File: src/rtl/pwr_btn_seq.sv
// Power-button sequencing controller (32 kHz always-on domain).
//
// Consumes the power-button filter outputs and sequences the board rails.
// Outputs are registered and are decoded from the next state.
//
// Ports:
//   i_clk_32k        32.768 kHz always-on clock, the only clock
//   i_rst_n          asynchronous active-low reset
//   i_pwr_btn_en     filter arm-enable; presses ignored in IDLE while low
//   i_pwr_btn_press  filtered button-pressed level
//   i_pressed_4s     filtered held-about-4-s level
//   i_pwr_good       aggregate rail power-good (synchronous)
//   i_soc_off_req    SoC-initiated shutdown request (level)
//   o_pwr_on_req     rail enable request, 1 = rails on
//   o_soc_pwr_btn_n  active-low soft power-button pulse to the SoC
//   o_fault          sticky power-good timeout / loss flag
//   o_state          current state encoding, for debug
module pwr_btn_seq #(
  parameter int unsigned PULSE_W    = 3200,
  parameter int unsigned PG_TIMEOUT = 32768,
  parameter int unsigned OFF_HOLD   = 16384
) (
  input  logic       i_clk_32k,
  input  logic       i_rst_n,
  input  logic       i_pwr_btn_en,
  input  logic       i_pwr_btn_press,
  input  logic       i_pressed_4s,
  input  logic       i_pwr_good,
  input  logic       i_soc_off_req,
  output logic       o_pwr_on_req,
  output logic       o_soc_pwr_btn_n,
  output logic       o_fault,
  output logic [2:0] o_state
);

  typedef enum logic [2:0] {
    StIdle     = 3'd0,
    StPwrup    = 3'd1,
    StOn       = 3'd2,
    StSoftoff  = 3'd3,
    StForceoff = 3'd4,
    StOffhold  = 3'd5
  } state_e;

  // Terminal counts; the counter starts at 0 on state entry.
  localparam logic [15:0] PulseLast = 16'(PULSE_W - 1);
  localparam logic [15:0] PgLast    = 16'(PG_TIMEOUT - 1);
  localparam logic [15:0] HoldLast  = 16'(OFF_HOLD - 1);

  state_e      state_q, state_d;
  logic [15:0] cnt_q, cnt_d;
  logic        press_q;
  logic        hist_q;
  logic        press_rise;
  logic        pwr_on_q, pwr_on_d;
  logic        soc_btn_n_q, soc_btn_n_d;
  logic        fault_q, fault_d;

  // The press history follows the button through reset: the first edge after reset only
  // loads the history, so a press held across reset release is never seen as a rise.
  assign press_rise = hist_q & i_pwr_btn_press & ~press_q;

  always_comb begin
    state_d = state_q;
    fault_d = fault_q;

    case (state_q)
      StIdle: begin
        if (press_rise && i_pwr_btn_en) begin
          state_d = StPwrup;
          fault_d = 1'b0;
        end
      end

      StPwrup: begin
        if (i_pwr_good) begin
          state_d = StOn;
        end else if (cnt_q == PgLast) begin
          state_d = StOffhold;
          fault_d = 1'b1;
        end
      end

      StOn, StSoftoff: begin
        // Power-good loss beats an SoC request, which beats a 4 s hold.
        if (!i_pwr_good) begin
          state_d = StOffhold;
          fault_d = 1'b1;
        end else if (i_soc_off_req) begin
          state_d = StOffhold;
        end else if (i_pressed_4s) begin
          state_d = StForceoff;
        end else if (state_q == StOn) begin
          if (press_rise) begin
            state_d = StSoftoff;
          end
        end else if (cnt_q == PulseLast) begin
          state_d = StOn;
        end
      end

      StForceoff: begin
        if (!i_pwr_btn_press && !i_pressed_4s) begin
          state_d = StOffhold;
        end
      end

      StOffhold: begin
        if (cnt_q == HoldLast) begin
          state_d = StIdle;
        end
      end

      // Unused encodings recover through the off-hold with rails down.
      default: state_d = StOffhold;
    endcase

    if (state_d != state_q) begin
      cnt_d = '0;
    end else if (state_q inside {StPwrup, StSoftoff, StOffhold}) begin
      cnt_d = cnt_q + 16'd1;
    end else begin
      cnt_d = cnt_q;
    end

    pwr_on_d    = state_d inside {StPwrup, StOn, StSoftoff};
    soc_btn_n_d = (state_d != StSoftoff);
  end

  always_ff @(posedge i_clk_32k or negedge i_rst_n) begin
    if (!i_rst_n) begin
      state_q     <= StIdle;
      cnt_q       <= '0;
      press_q     <= 1'b0;
      hist_q      <= 1'b0;
      pwr_on_q    <= 1'b0;
      soc_btn_n_q <= 1'b1;
      fault_q     <= 1'b0;
    end else begin
      state_q     <= state_d;
      cnt_q       <= cnt_d;
      press_q     <= i_pwr_btn_press;
      hist_q      <= 1'b1;
      pwr_on_q    <= pwr_on_d;
      soc_btn_n_q <= soc_btn_n_d;
      fault_q     <= fault_d;
    end
  end

  assign o_pwr_on_req    = pwr_on_q;
  assign o_soc_pwr_btn_n = soc_btn_n_q;
  assign o_fault         = fault_q;
  assign o_state         = state_q;

endmodule

File: config.mk
export PLATFORM = sky130hd
export DESIGN_NAME = pwr_btn_seq
export DESIGN_NICKNAME = d
export VERILOG_FILES = /design/src/rtl/pwr_btn_seq.sv
export SDC_FILE = /design/constraint.sdc
export NUM_CORES = 1
export LEC_CHECK = 0
export ABC_AREA = 1
export CORE_MARGIN = 2
export CORE_UTILIZATION = 55
export CTS_CLUSTER_DIAMETER = 100
export CTS_CLUSTER_SIZE = 30
export DETAILED_ROUTE_END_ITERATION = 8
export HOLD_SLACK_MARGIN = 0.05
export PLACE_DENSITY_LB_ADDON = 0.3
export SYNTH_ARGS = -nofsm -noshare
export SYNTH_HDL_FRONTEND = slang
export SYNTH_SLANG_ARGS = --single-unit
export TNS_END_PERCENT = 20
File: constraint.sdc
create_clock -name i_clk_32k -period 2.07 [get_ports i_clk_32k]
set_input_delay 0.414 -clock i_clk_32k [delete_from_list [all_inputs] [get_ports i_clk_32k]]
set_output_delay 0.414 -clock i_clk_32k [all_outputs]
set_load 0.01 [all_outputs]
==> flow_summary.toml, run 1 <==
[status]
outcome = "completed"

[sta]
finClkSkew_ns = 0.00461
tns_ns = 0
rsz0062_at_grt = "false"
period_share_pct = 91.9
post-route-min-period_ns = 1.90
clock.fmax_ghz = 0.526
hold_viol_final = 0
whs_ns = 0.433
slew_violations = 0
setup_violations = 0

[grt]
use_met1_pct = 26.5
grt_pass1_vias = 1234
grt_use_met2_pct = 36.2
overflow = 0
grt_usage_pct = 21.1
busiest_layer = "met2"
grt_max_degree = 25
grtUsageMet3_pct = 2.34
grt_pass1_wl_um = 5200
antenna_found_initial = 0

[setup_path]
crit_type = "reg2reg"
path_max_fanout = 16
critPathSlowestCell = "dfrtp_1"
start_kind = "register"
cp_cell_sequence = "ha_1 > nand2_1 > nor2_4 > nand3_2 > o21a_1 > nor2_2 > nand3_1 > nand3_4 > buf_12 > nor2_1"
crit_path_end_kind = "register"
worst_path_largest_cell_delay_ns = 0.40
cp.required_ns = 2.29
rrSetupSlack_ns = 0.17
cp.arrival_ns = 2.12

[yosys]
yosys.area_share.simple_pct = 38.0
yosysSeqAreaShare_pct = 41.3
synth_xor_area_share_pct = 8.42
syn_nets = 182
ys_ff_latch = 24
async_flop_share_pct = 100
synth_edf_count = 0
synthAdderAreaFrac_pct = 0.859
netlist_area_um2 = 1460
synth_compound_area_share_pct = 3.18
synth_top_family_by_area = "simple AND/OR/NAND/NOR gates"
yosysWarnings = 0
synthMuxAreaShare_pct = 0.687
ys.flop_type = "dfrtp_1"
avgSynthCellArea_um2 = 8.37
syn_inst = 174
yosysUniqueCellTypes = 27

[power_and_ir_drop]
irDropWorstVdd_v = 0.000806
power_leakage_nw = 0.736
p_per_area_nw_per_um2 = 1010

[cells_and_area]
n_fill_cell = 206
layout-drive-gt1-share_pct = 19.4
syn2layout_area_growth_pct = 16.4
num_antenna_cells = 0
multi_input_area_um2 = 748
layout.area.seq_um2 = 602
nNetsFinal = 205

[cts]
cts_buffers = 3
cts_setup_buffers = 0
cts_sinks = 24
cts_tree = "built"
cts_max_level = 1
ctsResizeCount = 0
cts-root-buf = "clkbuf_4"
clk_latency_ns = 0.32
ctsHoldBuffers = 0
path_clk_slew_ns = 0.13
cts.path.max_buffers = 2

[route]
drt_pre_antenna_iters = 7
drc = 0
drt_wl_total_um = 2950
ant_nets = 0
vias_per_cell = 5.26
vias = 1188
wl_per_cell_um = 13.1
drt_iter0_drc = 42

[floorplanning]
start_util_pct = 58.3
die_h_um = 55.5
num_rows = 18
die_w_um = 55.5
dieArea_um2 = 3080
core-area_um2 = 2500
ios = 13

[placement]
gp_congestion = 0.816
hpwl_um = 2260
portBuffers = 12

[worst_hold_path]
worstHoldPathType = "in2async"

[job]
drv_cap = 0
## worst paths after layout
| path | cells after the start | from | to |
|---|---|---|---|
| max in group asynchronous | 2 | i_rst_n | o_soc_pwr_btn_n |
| worst min register to register | 1 | o_fault | o_fault |
| worst max-delay path | 10 | cnt_q[0] | cnt_q[0] |
| min in group i_clk_32k | 1 | o_fault | o_fault |
| worst max register to register | 10 | cnt_q[0] | cnt_q[0] |
| worst min-delay path | 2 | i_rst_n | cnt_q[9] |
## report_power, final
group | internal (W) | leakage [nW] | switching [W]
clock | 0.000108 | 0.0210 | 0.000147
sequential | 0.000528 | 0.315 | 0.0000311
combinational | 0.000355 | 0.401 | 0.000545
## cells in the mapped netlist, types with 2 or more instances
library cell,n,share of area [%]
nand2_1,31,8.0
xor2_1,10,6.0
nand3b_1,2,1.0
inv_1,21,5.4
inv_2,2,0.52
nor3_1,4,1.4
nor2_4,12,9.3
dfrtp_1,23,40
nor2_1,26,6.7
o21a_1,2,1.0
nor2_2,3,1.3
a21oi_1,4,1.4
nand2_2,4,1.7
nand4_1,4,1.7
nand3_1,10,3.4
or2_2,2,0.86
xnor2_1,4,2.4
## final cells by class
type	instances	area share, %
tap	30	2.21
multi-input combinational	126	44.1
inverter	23	5.09
timing repair buffer	19	10.9
sequential	24	35.5
clock buffer	4	2.14
## cell families (layout without fill, tap and decap cells)
group                    count (synthesis)  after routing
adder cells (fa/ha/maj)                  1              1
XOR/XNOR                                14             14
buffers and inverters                   24             46
AO/OA/AOI/OAI                            8              8
other                                    1              1
flip-flops                              24             24
multiplexers                             1              1
AND/OR/NAND/NOR                        101            101
## registers in the layout, summed over array words and instances (netlist names)
register         flops
cnt_q               16
o_state              3
hist_q               1
o_fault              1
o_pwr_on_req         1
o_soc_pwr_btn_n      1
press_q              1
## cell usage in the layout, fill, tap and decap left out, drive strengths merged, types with 2 or more instances in the layout
cell type and count:
nand2 35, clkdlybuf4s50 12, o21a 2, buf 7
clkbuf 4, or2 2, nor2 41, nor3 5
nand4 4, nand3 12, xnor2 4, inv 23
a21oi 4, xor2 10, nand3b 2, dfrtp 23
## stage by stage
step                      cells  instance area, µm²  total power, W  util [%]  setup WS, ns
after floorplan             174                1460         0.00120         -         0.362
after global placement      221                1650         0.00142      66.1        0.0911
after detailed placement    221                1650         0.00145      66.1       -0.0419
after CTS                   225                1690         0.00171      67.5         0.151
after global routing        226                1700         0.00180      67.8        0.0177
final                       226                1700         0.00171      67.8         0.168
## metal layers
metal  wire (µm)  share of wire, %  vias up
li1            -                 -      584
met1        1280                43      564
met2        1490                50       31
met3         106               3.6        9
met4          85               2.9        0
met5           0                 0        -
## critical path, delay by kind of cell (launching register included)
kind / cells / cell delay, ns
simple gates: 7 / 0.83
flops: 1 / 0.40
fa+ha+maj: 1 / 0.18
compound gates: 1 / 0.19
buf+inv: 1 / 0.19
Note: power is estimated with default switching activity, not from simulation.
==> run 2: changes to the inputs <==
GPL_TIMING_DRIVEN = 0   (was unset)
==> run 2 against run 1 <==
  * Design area down 0.59%
  * Critical path type unchanged
  * Sequential share of layout area is 0.21 points higher
  * Largest cell class unchanged
  * Non-clock buffer count fell by 4
  * Cell count down 1.8%
  * Count of clock-buffer cells in the layout unchanged
==> flow_summary.toml, run 2 (synthesis results as in run 1) <==
[route]
drt_wl_total_um = 2760
vias_per_cell = 5.30
ant_nets = 0
drt_pre_antenna_iters = 4
drc = 0
vias = 1177
wl_per_cell_um = 12.5
drt_iter0_drc = 22

[cells_and_area]
syn2layout_area_growth_pct = 15.7
regMostFlops = "cnt_q"
fin_cells = 222
final_cell_mix = "nand2_1, nor2_1, dfrtp_1"
largest_reg_flops = 16
fin_area_um2 = 1690
final_common_cell = "nand2_1"
nNetsFinal = 201
layout-drive-gt1-share_pct = 19.3
n_fill_cell = 196
layout.area.seq_um2 = 602
num_antenna_cells = 0
multi_input_area_um2 = 761

[floorplanning]
dieArea_um2 = 3080
die_w_um = 55.5
core-area_um2 = 2500
num_rows = 18
ios = 13
start_util_pct = 58.3
die_h_um = 55.5

[grt]
overflow = 0
grt_max_degree = 25
grt_usage_pct = 18.9
grt_pass1_vias = 1116
antenna_found_initial = 0
grt_pass1_wl_um = 4740

[setup_path]
crit_path_end_kind = "register"
cp.required_ns = 2.34
start_kind = "register"
cp_cell_sequence = "ha_2 > nand2_2 > nor2_4 > nand3_2 > o21a_1 > nor2_2 > nand2_2 > nand2_2 > nand3_4 > clkbuf_16 > nor2_4"
path_max_fanout = 7
crit_path_frequent_cell = "nand2_2"
critPathSlowestCell = "dfrtp_1"
worst_path_largest_cell_delay_ns = 0.42
crit_type = "reg2reg"
cp.arrival_ns = 2.22

[worst_hold_path]
worstHoldPathType = "reg2reg"

[sta]
hold_viol_final = 0
clock.fmax_ghz = 0.513
worst_pin_slew_ns = 1.07
setup_slack_ns = 0.119
whs_ns = 0.511
finClkSkew_ns = 0.00266
setup_violations = 0
period_share_pct = 94.2
post-route-min-period_ns = 1.95
slew_headroom_pct = 28.6
slew_violations = 0

[placement]
placedCellCount = 216
placed_area_um2 = 1610
gp_congestion = 0.851
hpwl_um = 2000
pre_cts_ws_ns = -0.130
portBuffers = 12

[power_and_ir_drop]
totalPowerFinal_w = 0.00177
p_per_area_nw_per_um2 = 1050
power_leakage_nw = 0.717
irDropWorstVdd_v = 0.00101

[cts]
cts.path.max_buffers = 2
cts_sinks = 24
clk_latency_ns = 0.32
cts_buffers = 3
cts-root-buf = "clkbuf_4"
path_clk_slew_ns = 0.13
cts_max_level = 1
cts_tree = "built"

[job]
drv_cap = 0

[status]
outcome = "completed"
## run 2: through the flow
| step | setup TNS [ns] | util (%) |
|---|---|---|
| detailed placement | -1.22 | 64.6 |
| CTS | 0 | 65.6 |
| global placement | -1.01 | 64.6 |
| floorplan | 0 | - |
| global route | -0.0183 | 67.4 |
| finish | 0 | 67.4 |
## run 2: power breakdown
| part | leakage [nW] | switching (W) | internal, W |
|---|---|---|---|
| sequential | 0.315 | 0.0000600 | 0.000527 |
| clock | 0.0150 | 0.000143 | 0.0000756 |
| combinational | 0.387 | 0.000535 | 0.000425 |
## run 2: path summary, 6_finish.rpt
path                       startpoint        to  slack (ns)  cells past startpoint
setup / recovery             cnt_q[0]  cnt_q[4]        0.12                     11
hold / removal                o_fault   o_fault        0.51                      1
setup reg to reg             cnt_q[0]  cnt_q[4]        0.12                     11
hold reg to reg               o_fault   o_fault        0.51                      1
max in group asynchronous     i_rst_n  cnt_q[1]        0.78                      1
min in group asynchronous     i_rst_n  cnt_q[5]        0.65                      1
## run 2: repair_timing
item | 4_1_cts | 5_1_grt
setup buffers | 0 | 1
hold buffers | 0 | 0
endpoints found under the setup margin | 0 | 10
resized for setup | 0 | 4
## run 2: area by class of cell
cell class / instances / share of cell area, %
plain buffers: 1 / 1.19
clock buffers: 4 / 1.56
inverters: 23 / 5.12
multi-input cells: 126 / 45.1
flip-flops and latches: 24 / 35.7
well taps: 30 / 2.23
repair buffers: 14 / 9.06
## run 2: metal layers
layer | track usage (%) | vias to the layer above | wire, µm
met4 | 8.71 | 0 | 64
met3 | 3.04 | 10 | 88
met1 | 25.1 | 571 | 1240
li1 | - | 573 | -
met2 | 30.1 | 23 | 1370
met5 | 0 | - | 0
## run 2: critical path, delay by kind of cell (launching register included)
family	cells	cell delay (ns)
and+or+nand+nor	8	0.87
buffers and inverters	1	0.21
adders and majority gates	1	0.21
AOI/OAI and AO/OA	1	0.18
DFF	1	0.42
==> run 3: changes to the inputs <==
REMOVE_ABC_BUFFERS = 1   (was unset)
==> run 3 against run 2 <==
  * Critical path depth increased by 2
  * Critical path type unchanged
  * Power decreased by 3.5%
  * Maximum frequency increased by 3.5%
  * Hold slack improved by 0.0078 ns
==> flow_summary.toml, run 3 (synthesis results as in run 1) <==
[cts]
clk_latency_ns = 0.31
cts_max_level = 1
path_clk_slew_ns = 0.13
cts-root-buf = "clkbuf_4"
cts_tree = "built"
cts.path.max_buffers = 2
cts_buffers = 3
cts_sinks = 24

[route]
drt_wl_total_um = 2640
drc = 0
vias_per_cell = 5.03
drt_pre_antenna_iters = 4
drt_iter0_drc = 31
vias = 1116
wl_per_cell_um = 11.9
ant_nets = 0

[cells_and_area]
num_antenna_cells = 0
layout.area.seq_um2 = 602
regMostFlops = "cnt_q"
syn2layout_area_growth_pct = 14.7
multi_input_area_um2 = 753
final_cell_mix = "nand2_1, nor2_1, dfrtp_1"
final_common_cell = "nand2_1"
largest_reg_flops = 16
n_fill_cell = 202
layout-drive-gt1-share_pct = 17.7
nNetsFinal = 201

[setup_path]
crit_path_frequent_cell = "nand2_1"
crit_type = "reg2reg"
rr_worst_depth = 13
crit_buf_inv = 2
cp_cell_sequence = "ha_1 > nand2_1 > nor2_4 > nand2_1 > nor2_1 > nand3_1 > nand2_1 > nor2_1 > nand2_1 > inv_1 > nand3_4 > buf_4 > nor2_1"
cp.required_ns = 2.29
critPathSlowestCell = "dfrtp_1"
crit_path_end_kind = "register"
timing.rr.start = "cnt_q[1]"
cpLargestDelayFamily = "simple AND/OR/NAND/NOR gates"
rrSetupSlack_ns = 0.19
path_max_fanout = 5
cp.arrival_ns = 2.10
timing.rr.end = "cnt_q[0]"
start_kind = "register"
worst_path_largest_cell_delay_ns = 0.40

[sta]
clock.fmax_ghz = 0.531
hold_viol_final = 0
whs_ns = 0.519
slew_violations = 0
post-route-min-period_ns = 1.88
rsz0062_at_grt = "false"
finClkSkew_ns = 0.00135
setup_violations = 0
worst_pin_slew_ns = 1.04
slew_headroom_pct = 30.6
period_share_pct = 91.0
setup_slack_ns = 0.186

[floorplanning]
ios = 13
start_util_pct = 58.3
die_w_um = 55.5
num_rows = 18
core-area_um2 = 2500
dieArea_um2 = 3080
die_h_um = 55.5

[worst_hold_path]
min-delay-start = "o_fault"
hold_depth = 1
whs_endpoint = "o_fault"
worstHoldPathType = "reg2reg"

[power_and_ir_drop]
totalPowerFinal_w = 0.00170
irDropWorstVdd_v = 0.00156
power_leakage_nw = 0.718
p_per_area_nw_per_um2 = 1020

[grt]
antenna_found_initial = 0
grt_pass1_wl_um = 4830
grt_usage_pct = 19.4
overflow = 0
grt_pass1_vias = 1129
grt_max_degree = 25

[placement]
pre_cts_ws_ns = -0.256
hpwl_um = 1980
portBuffers = 12
gp_congestion = 0.838

[job]
drv_cap = 0

[status]
outcome = "completed"
run 3: through the flow:
stage	setup TNS, ns	utilization (%)	area, µm²	std cells
floorplan	0	-	1440	173
global placement	-2.66	63.8	1590	215
detailed placement	-3.22	63.8	1590	215
CTS	0	66.3	1660	221
global route	0	66.8	1670	222
finish	0	66.8	1670	222
run 3: worst max-delay path by stage:
stage	from	endpoint	slack, ns	depth (start not counted)
final	cnt_q[1]	cnt_q[0]	0.19	13
after global routing	cnt_q[1]	cnt_q[11]	0.003	12
after CTS	cnt_q[0]	cnt_q[11]	0.16	12
after detailed placement	i_pwr_good	cnt_q[11]	-0.26	11
after global placement	i_pwr_good	cnt_q[14]	-0.19	11
after floorplan	cnt_q[0]	cnt_q[0]	0.31	10
run 3: worst register-to-register path: stages (launching register included):
cell and delay (ns):
dfrtp_1 0.40, ha_1 0.18, nand2_1 0.13, nor2_4 0.16
nand2_1 0.07, nor2_1 0.14, nand3_1 0.13, nand2_1 0.10
nor2_1 0.04, nand2_1 0.06, inv_1 0.06, nand3_4 0.09
buf_4 0.19, nor2_1 0.05
run 3: cell type report:
| class | count | share of cell area [%] |
|---|---|---|
| Clock buffer | 4 | 2.17 |
| Inverter | 23 | 5.17 |
| Multi-Input combinational cell | 126 | 45.1 |
| Sequential cell | 24 | 36.0 |
| Tap cell | 30 | 2.25 |
| Timing Repair Buffer | 15 | 9.29 |
run 3: report_power, final:
group	switching (W)	leakage (nW)	internal, W
combinational	0.000520	0.382	0.000354
sequential	0.0000589	0.315	0.000527
clock	0.000137	0.0210	0.000107
run 3: timing repair:
action                                  CTS  global route
endpoints found under the setup margin    1             3
resized for setup                         0             1
pin swaps                                 1             0
hold buffers                              0             0
gates cloned                              0             0
setup buffers                             2             1
run 3: layer usage:
layer	part of all wire, %	global-route usage (%)	up-vias
met4	1.2	7.32	0
met3	1.9	2.34	4
met2	50	32.7	13
met5	0	0	-
li1	-	-	576
met1	46	25.5	523
